<file path="src/rtl/mem_helper_pkg.sv">
// Shared types, mask helper and RAM-model access functions for the memory
// read/write helper.
package mem_helper_pkg;

  localparam int BEAT_W = 64;

  typedef logic [63:0] beat_t;

  function automatic beat_t expand_mask(input logic [7:0] m);
    beat_t r;
    for (int i = 0; i < 8; i++) r[8*i +: 8] = {8{m[i]}};
    return r;
  endfunction

`ifndef SYNTHESIS
  // Stand-in for the C++ RAM model: a sparse beat array plus a log of the
  // calls made, visible to whoever owns the sim.
  beat_t           ram_mem [longint unsigned];
  int unsigned     ram_rd_calls = 0;
  int unsigned     ram_wr_calls = 0;
  longint unsigned ram_wr_idx_q [$];
  beat_t           ram_wr_mask_q [$];

  function automatic beat_t ram_read(input longint unsigned idx);
    ram_rd_calls++;
    return ram_mem.exists(idx) ? ram_mem[idx] : '0;
  endfunction

  function automatic void ram_write(input longint unsigned idx,
                                    input beat_t data, input beat_t mask);
    beat_t old;
    old = ram_mem.exists(idx) ? ram_mem[idx] : '0;
    ram_mem[idx] = (old & ~mask) | (data & mask);
    ram_wr_calls++;
    ram_wr_idx_q.push_back(idx);
    ram_wr_mask_q.push_back(mask);
  endfunction
`endif

endpackage

</file>
<file path="src/rtl/mem_rd_chan.sv">
// One read channel: latency shift register, show-ahead response FIFO and
// outstanding-read credit counter.
module mem_rd_chan import mem_helper_pkg::*; #(
  parameter int DATA_W = 128,
  parameter int LAT    = 3,
  parameter int DEPTH  = 4
) (
  input  logic              clock,
  input  logic              reset_n,
  input  logic              enable,
  input  logic              req_valid,
  output logic              req_ready,
  output logic              req_acc,
  input  logic [DATA_W-1:0] rd_data,
  output logic              resp_valid,
  input  logic              resp_ready,
  output logic [DATA_W-1:0] resp_data
);

  localparam int CW = $clog2(DEPTH + 1);
  localparam int AW = (DEPTH > 1) ? $clog2(DEPTH) : 1;

  logic [CW-1:0]     outst, cnt;
  logic [AW-1:0]     wptr, rptr;
  logic [LAT-1:0]    vld_pipe;
  logic [DATA_W-1:0] mem [DEPTH];
  logic [DATA_W-1:0] last_d;
  logic              last_v, empty, pop, push, fifo_pop;

  function automatic logic [AW-1:0] nxt(input logic [AW-1:0] p);
    return (p == AW'(DEPTH - 1)) ? '0 : p + AW'(1);
  endfunction

  assign req_ready = enable && (outst < CW'(DEPTH));
  assign req_acc   = req_valid && req_ready;

  // rd_data is the capture register in the top, i.e. pipeline stage 1.
  if (LAT > 1) begin : g_dpipe
    logic [LAT-1:1][DATA_W-1:0] dat_pipe;
    always_ff @(posedge clock or negedge reset_n) begin
      if (!reset_n) dat_pipe <= '0;
      else begin
        if (vld_pipe[0]) dat_pipe[1] <= rd_data;
        for (int k = 2; k < LAT; k++)
          if (vld_pipe[k-1]) dat_pipe[k] <= dat_pipe[k-1];
      end
    end
    assign last_d = dat_pipe[LAT-1];
  end else begin : g_nodpipe
    assign last_d = rd_data;
  end

  // Empty FIFO passes the last stage straight through, so the stage's
  // data register doubles as the "hold last value" output.
  assign last_v     = vld_pipe[LAT-1];
  assign empty      = (cnt == '0);
  assign resp_valid = !empty || last_v;
  assign resp_data  = empty ? last_d : mem[rptr];
  assign pop        = resp_valid && resp_ready;
  assign fifo_pop   = pop && !empty;
  assign push       = last_v && !(empty && resp_ready);

  always_ff @(posedge clock or negedge reset_n) begin
    if (!reset_n) begin
      vld_pipe <= '0;
      outst    <= '0;
      cnt      <= '0;
      wptr     <= '0;
      rptr     <= '0;
    end else begin
      vld_pipe <= (vld_pipe << 1) | LAT'(req_acc);
      outst    <= outst + CW'(req_acc) - CW'(pop);
      cnt      <= cnt + CW'(push) - CW'(fifo_pop);
      if (push)     wptr <= nxt(wptr);
      if (fifo_pop) rptr <= nxt(rptr);
    end
  end

  always_ff @(posedge clock) begin
    if (push) mem[wptr] <= last_d;
  end

endmodule

</file>
<file path="src/rtl/mem_rw_pipe_helper.sv">
// Multi-channel memory access helper: NR read channels with fixed latency
// and credit flow control, one masked write channel, RAM model behind it.
module mem_rw_pipe_helper import mem_helper_pkg::*; #(
  parameter int NR     = 2,
  parameter int DATA_W = 128,
  parameter int LAT    = 3,
  parameter int DEPTH  = 4
) (
  input  logic                       clock,
  input  logic                       reset_n,
  input  logic                       enable,
  input  logic [NR-1:0]              r_req_valid,
  output logic [NR-1:0]              r_req_ready,
  input  logic [NR-1:0][63:0]        r_req_index,
  output logic [NR-1:0]              r_resp_valid,
  input  logic [NR-1:0]              r_resp_ready,
  output logic [NR-1:0][DATA_W-1:0]  r_resp_data,
  input  logic                       w_valid,
  output logic                       w_ready,
  input  logic [63:0]                w_index,
  input  logic [DATA_W-1:0]          w_data,
  input  logic [DATA_W/8-1:0]        w_mask
);

  localparam int BEATS = DATA_W / BEAT_W;

  logic                      en;
  logic [NR-1:0]             r_acc;
  logic [NR-1:0][DATA_W-1:0] rd_q;

  assign en      = enable && reset_n;
  assign w_ready = en;

  for (genvar c = 0; c < NR; c++) begin : g_chan
    mem_rd_chan #(.DATA_W(DATA_W), .LAT(LAT), .DEPTH(DEPTH)) u_chan (
      .clock      (clock),
      .reset_n    (reset_n),
      .enable     (en),
      .req_valid  (r_req_valid[c]),
      .req_ready  (r_req_ready[c]),
      .req_acc    (r_acc[c]),
      .rd_data    (rd_q[c]),
      .resp_valid (r_resp_valid[c]),
      .resp_ready (r_resp_ready[c]),
      .resp_data  (r_resp_data[c])
    );
  end

  // All model calls live in this one block: reads in channel order, then
  // writes, so a same-edge read of a written index sees the old data.
  always_ff @(posedge clock or negedge reset_n) begin
    if (!reset_n) begin
      rd_q <= '0;
    end else begin
      for (int c = 0; c < NR; c++) begin
        if (r_acc[c]) begin
          for (int k = 0; k < BEATS; k++) begin
`ifndef SYNTHESIS
            rd_q[c][BEAT_W*k +: BEAT_W] <= ram_read(r_req_index[c] * 64'(BEATS) + 64'(k));
`else
            rd_q[c][BEAT_W*k +: BEAT_W] <= '0;
`endif
          end
        end
      end
`ifndef SYNTHESIS
      if (w_valid && en) begin
        for (int k = 0; k < BEATS; k++) begin
          if (|w_mask[8*k +: 8])
            ram_write(w_index * 64'(BEATS) + 64'(k), w_data[BEAT_W*k +: BEAT_W],
                      expand_mask(w_mask[8*k +: 8]));
        end
      end
`endif
    end
  end

endmodule

</file>
<file path="config.mk">
export PLATFORM = sky130hd
export DESIGN_NAME = mem_rw_pipe_helper
export DESIGN_NICKNAME = d
export VERILOG_FILES = /design/src/rtl/mem_helper_pkg.sv /design/src/rtl/mem_rd_chan.sv /design/src/rtl/mem_rw_pipe_helper.sv
export SDC_FILE = /design/constraint.sdc
export NUM_CORES = 1
export LEC_CHECK = 0
export CAP_MARGIN = 0
export CORE_AREA = 2 2 237 239
export CTS_BUF_LIST = sky130_fd_sc_hd__clkbuf_8
export CTS_CLUSTER_DIAMETER = 120
export DETAILED_ROUTE_END_ITERATION = 10
export DIE_AREA = 0 0 239 241
export SETUP_SLACK_MARGIN = 0.3
export SYNTH_ARGS = -nofsm -noshare
export SYNTH_HDL_FRONTEND = slang
export SYNTH_SLANG_ARGS = --single-unit
</file>
<file path="constraint.sdc">
create_clock -name clock -period 2.7 [get_ports clock]
set_clock_uncertainty 0.1 [all_clocks]
set_input_delay 0.81 -clock clock [delete_from_list [all_inputs] [get_ports clock]]
set_output_delay 0.81 -clock clock [all_outputs]
set_load 0.03 [all_outputs]
</file>
Word-level counts from Yosys, hierarchy flattened
Index checks and enable logic that the tools add are counted.

Output and inout bits: 261. Input port bits: 344. Bits in registers: 18.

Add/subtract/negate cells: 8. Magnitude comparators: 2. Reduce and logical (&&, ||, !) cells: 21. Multiplexer cells: 2. Bitwise gates (word level): 2.

Operators with widths (count): two-way mux 128 bit (2); logical AND 1 bit (13); adder 3 x 1 -> 3 bit (4); subtractor 3 x 1 -> 3 bit (4); zero test 3 bit (2); < comparator 3 bit (second input constant) (2); bitwise OR 3 x 1 -> 3 bit (2); zero test 1 bit (4); logical OR 1 bit (2).

Longest topological paths before layout
Gate-level depths: netlist of run 1.

Word-level depth: 6. Gate-level depth with buffers: 9. Gate-level depth less buffers: 9.

By module
From an unflattened synthesis of run 1, not the netlist that was laid out.

Cell total of the unflattened synthesis: 3356. Area total of the unflattened synthesis: 60292.8 µm².

Modules (own cells, without submodules): mem_rd_chan at g_chan[1].u_chan (instances 1, seq. area each 22106.2 µm², area each 30143.9 µm², cells each 1677); mem_rd_chan at g_chan[0].u_chan (instances 1, seq. area each 22106.2 µm², area each 30138.9 µm², cells each 1677); mem_rw_pipe_helper (instances 1, seq. area each 0.0 µm², area each 10.0 µm², cells each 2).

Worst setup path before layout of run 1
No wires, ideal clock.

Path type: input to register. Start point: input port reset_n. End point: register g_chan[1].u_chan.outst[2]. Arrival time: 2.146 ns. Path buffers: 0. Setup slack: 0.331 ns. Cell stages on the path: 9. Library setup time: 0.123 ns. Data required time: 2.477 ns. Cells stage by stage: and3b_1 > nand2_1 > ha_1 > inv_1 > ha_1 > inv_1 > fa_1 > xnor2_1 > xnor2_1.

Word-level cells in the longest chain between the ends: 5.

Ends and longest elaborated chain: start: declaration (line mem_rw_pipe_helper.sv:10) `input logic reset_n,`; logical AND 1 bit (line mem_rw_pipe_helper.sv:31) `assign en = enable && reset_n;`; logical AND 1 bit (line mem_rd_chan.sv:34) `assign req_ready = enable && (outst < CW'(DEPTH));`; logical AND 1 bit (line mem_rd_chan.sv:35) `assign req_acc = req_valid && req_ready;`; adder 3 x 1 -> 3 bit (line mem_rd_chan.sv:72) `outst <= outst + CW'(req_acc) - CW'(pop);`; subtractor 3 x 1 -> 3 bit (line mem_rd_chan.sv:72); end signal: assignment (line mem_rd_chan.sv:72); end: declaration (line mem_rd_chan.sv:23) `logic [CW-1:0] outst, cnt;`.

No other way between the ends.

Worst setup path after layout of run 1
Start point: register g_chan[1].u_chan.cnt[1]. End point: output port r_resp_valid[1].

Word-level cells in the longest chain between the ends: 3.

Ends and longest elaborated chain: start: declaration (line mem_rd_chan.sv:23); start signal: assignment (line mem_rd_chan.sv:73) `cnt <= cnt + CW'(push) - CW'(fifo_pop);`; zero test 3 bit (line mem_rd_chan.sv:56) `assign empty = (cnt == '0);`; zero test 1 bit (line mem_rd_chan.sv:57) `assign resp_valid = !empty || last_v;`; logical OR 1 bit (line mem_rd_chan.sv:57); end: declaration (line mem_rw_pipe_helper.sv:15) `output logic [NR-1:0] r_resp_valid,`.

No other way between the ends.

==> results of run 1 <==
==> metal layers <==
metal | routed length (um) | share of wire | vias up
met5 | 23 | 0.0068 | -
met4 | 21 | 0.0062 | 4
met3 | 1180 | 0.35 | 6
met2 | 1440 | 0.43 | 136
met1 | 703 | 0.21 | 527
li1 | - | - | 519
==> synth_stat cells <==
master	number
a21boi_0	2
and2_1	2
and2_4	1
and3b_1	1
buf_4	260
conb_1	1
dfrtp_1	18
fa_1	4
ha_1	8
inv_1	16
nand2_1	2
nand4b_1	1
nor2_1	1
nor2b_1	2
nor3_1	2
or4_4	2
xnor2_1	7
xor2_1	1
==> worst max path at each step <==
stage / start / end / cells after the start
final: g_chan[1].u_chan.cnt[1]$_DFF_PN0_ / r_resp_valid[1] / 3
after global routing: g_chan[1].u_chan.cnt[1]$_DFF_PN0_ / g_chan[1].u_chan.outst[2]$_DFF_PN0_ / 9
after CTS: g_chan[1].u_chan.cnt[1]$_DFF_PN0_ / g_chan[1].u_chan.outst[2]$_DFF_PN0_ / 9
after detailed placement: reset_n / g_chan[1].u_chan.outst[2]$_DFF_PN0_ / 10
after global placement: reset_n / g_chan[1].u_chan.outst[2]$_DFF_PN0_ / 10
after floorplan: reset_n / g_chan[1].u_chan.outst[2]$_DFF_PN0_ / 9
==> what timing repair did <==
action | CTS | global route
gates cloned | 0 | 0
pin swaps | 9 | 15
buffers inserted | 1 | 4
endpoints found under the setup margin | 9 | 7
resized for setup | 11 | 18
==> layout by cell type (no fill, tap or decap), types with 3 or more instances in the layout <==
master / instances
ha_1: 5
fa_2: 3
dfrtp_1: 17
inv_1: 14
xnor2_1: 5
conb_1: 256
buf_4: 12
clkbuf_8: 4
buf_6: 3
==> state kept, by name, indices dropped and copies added (netlist names) <==
register,count
g_chan.u_chan.vld_pipe,6
g_chan.u_chan.cnt,6
g_chan.u_chan.outst,6
==> final cells by class <==
| cell class | instances | area (sq um) |
|---|---|---|
| clock buffers | 4 | 55.1 |
| fillers | 6531 | 51900 |
| inverters | 16 | 60.1 |
| multi-input cells | 292 | 1370 |
| flip-flops and latches | 18 | 452 |
| well taps | 704 | 881 |
| repair buffers | 21 | 179 |
==> cell families (layout without fill, tap and decap cells) <==
family	after synthesis	count (layout)	synth area share
compound gates	2	2	0.00531
xor+xnor	8	8	0.0248
fa+ha+maj	12	12	0.0637
buf+inv	276	41	0.712
flops	18	18	0.159
other cells	1	256	0.00133
simple gates	14	14	0.0336
==> worst max-delay path, cell delays in order (launching register included) <==
cell     delay [ps]
dfrtp_2         430
or4_4           490
buf_4           150
buf_6           140
==> through the flow <==
step	TNS (ps)	instance area [sq um]	instances
after floorplan	0	3780	586
after global placement	-664	2850	1046
after detailed placement	-889	2850	1046
after CTS	0	2930	1051
after global routing	0	3000	1055
final	0	3000	1055
==> power breakdown <==
part           internal (mW)  leakage [nW]  total, mW  switching [mW]
Clock                  0.129        0.0288      0.207          0.0778
Sequential             0.385         0.221      0.476          0.0910
Combinational          0.325          1.19       1.07           0.744
Total                  0.840          1.44       1.75           0.913
==> results.md, run 1 <==
* Outcome: completed
* Pleak at 1.44 nW
* Clock transition at path regs at 60 ps
* R2R depth at 9
* Power Density at between 500 and 600 nW/um^2
* Die ar. at 57600 sq um
* Ports at 605
* Clk sinks at 18
* Met1 Track Usage GR at 0.00698
* FP Rows at 86
* Place WS at -268 ps
* Met3 GRT Util at 0.0122
* HPWL after detailed placement at 3.07 mm
* Initial antenna violation count at 2
* Final min period at 2360 ps
* Yosys reg bits at 18
* Die Y-Extent at 241 um
* Number of setup violations in the final report at 0
* Hold depth at 0
* Hold_buf cts at 0
* Synth cell types at 18
* Busiest grt layer: met3
* Synthesized area at 2830 sq um
* Unrepaired setup endpoints after global routing: yes
* Met2 Usage GRT at 0.00916
* Share of layout cells above drive strength 1 at 0.108
* Synth top area cells: buf_4 (69%), dfrtp_1 (16%), ha_1 (3.5%)
* CP Max Fanout at 4
* Period Utilization, post-route at 0.876
* Post-synthesis sequential area ratio at 0.159
* Syn Area/Cell at between 8 and 9 sq um
* Minimum hold slack at 251 ps
* Worst setup margin at 336 ps
* Worst hold start: g_chan[0].u_chan.vld_pipe[1]$_DFF_PN0_
* Ant. Diodes at 0
* First-pass GRT wire length at around 3.4 mm
* Synth top area share at 0.691
* Starting Density at 0.0515
* Remaining antenna violation count after routing at 0
* Crit start category: flip-flop
* Drt via density at between 1 and 1.5
* Area Growth Syn to Fin at 6.06%
* Buffers added on ports at 11
* H-tree depth at 1
* Final hold violation count at 0
* WHS Endpoint: g_chan[0].u_chan.vld_pipe[2]$_DFF_PN0_
* Yosys synthesis warning count at 0
* Worst-skew pair later-pin latency at 240 ps
* CP arrival at about 1500 ps
* RD Place Congestion at 0.616
* Layout Utilization at 0.0546
* Total Nets Final at just over 700
* Critical Path RT at 1790 ps
* First drt pass iteration count at 3
* Launch point of the worst reg-to-reg path: g_chan[1].u_chan.cnt[1]$_DFF_PN0_
* Remaining DRCs at 0
* Deepest clock path buffer count at 2
* Gr usage total at 0.00797
* Crit path capture type: primary output
* VDD IR max at 0.000323 V
* Initial DRC Count at 6
* WS Path Type: flip-flop to primary output
* Wirelength per Cell at 3.19 um
* Final Max Tran Viols at 0
* Achievable frequency at about 420 MHz
* Largest net degree at the start of global routing at 18
* Core area at around 55000 sq um
* R2R setup slack at about 340 ps
* Global route overflow at 0
* CTS root buffer: clkbuf_8
* Vias at 1192
* Pwr Total at 1.75 mW
* Final Routed Wirelength at 3.36 mm
* Total of max-cap violations at 0
* Reg2reg end: g_chan[1].u_chan.outst[2]$_DFF_PN0_
* Die span in x at 239 um
* Synthesized instance count at 331
* Yosys top cell by area: buf_4
* Number of global-route vias before repair at 608
* Num CTS Buffers at 3
* Hold Crit Class: flip-flop to flip-flop
* CTS tree: done
No activity file was read; power rests on OpenSTA's default activity.
==> inputs of run 2 (changes only) <==
--- a/config.mk
+++ b/config.mk
@@ -9,6 +9,7 @@
 export CORE_AREA = 2 2 237 239
 export CTS_BUF_LIST = sky130_fd_sc_hd__clkbuf_8
 export CTS_CLUSTER_DIAMETER = 120
+export CTS_CLUSTER_SIZE = 14
 export DETAILED_ROUTE_END_ITERATION = 10
 export DIE_AREA = 0 0 239 241
 export SETUP_SLACK_MARGIN = 0.3
==> results of run 2 <==
No change in the layout: final DEF, timing and power equal those of run 1.
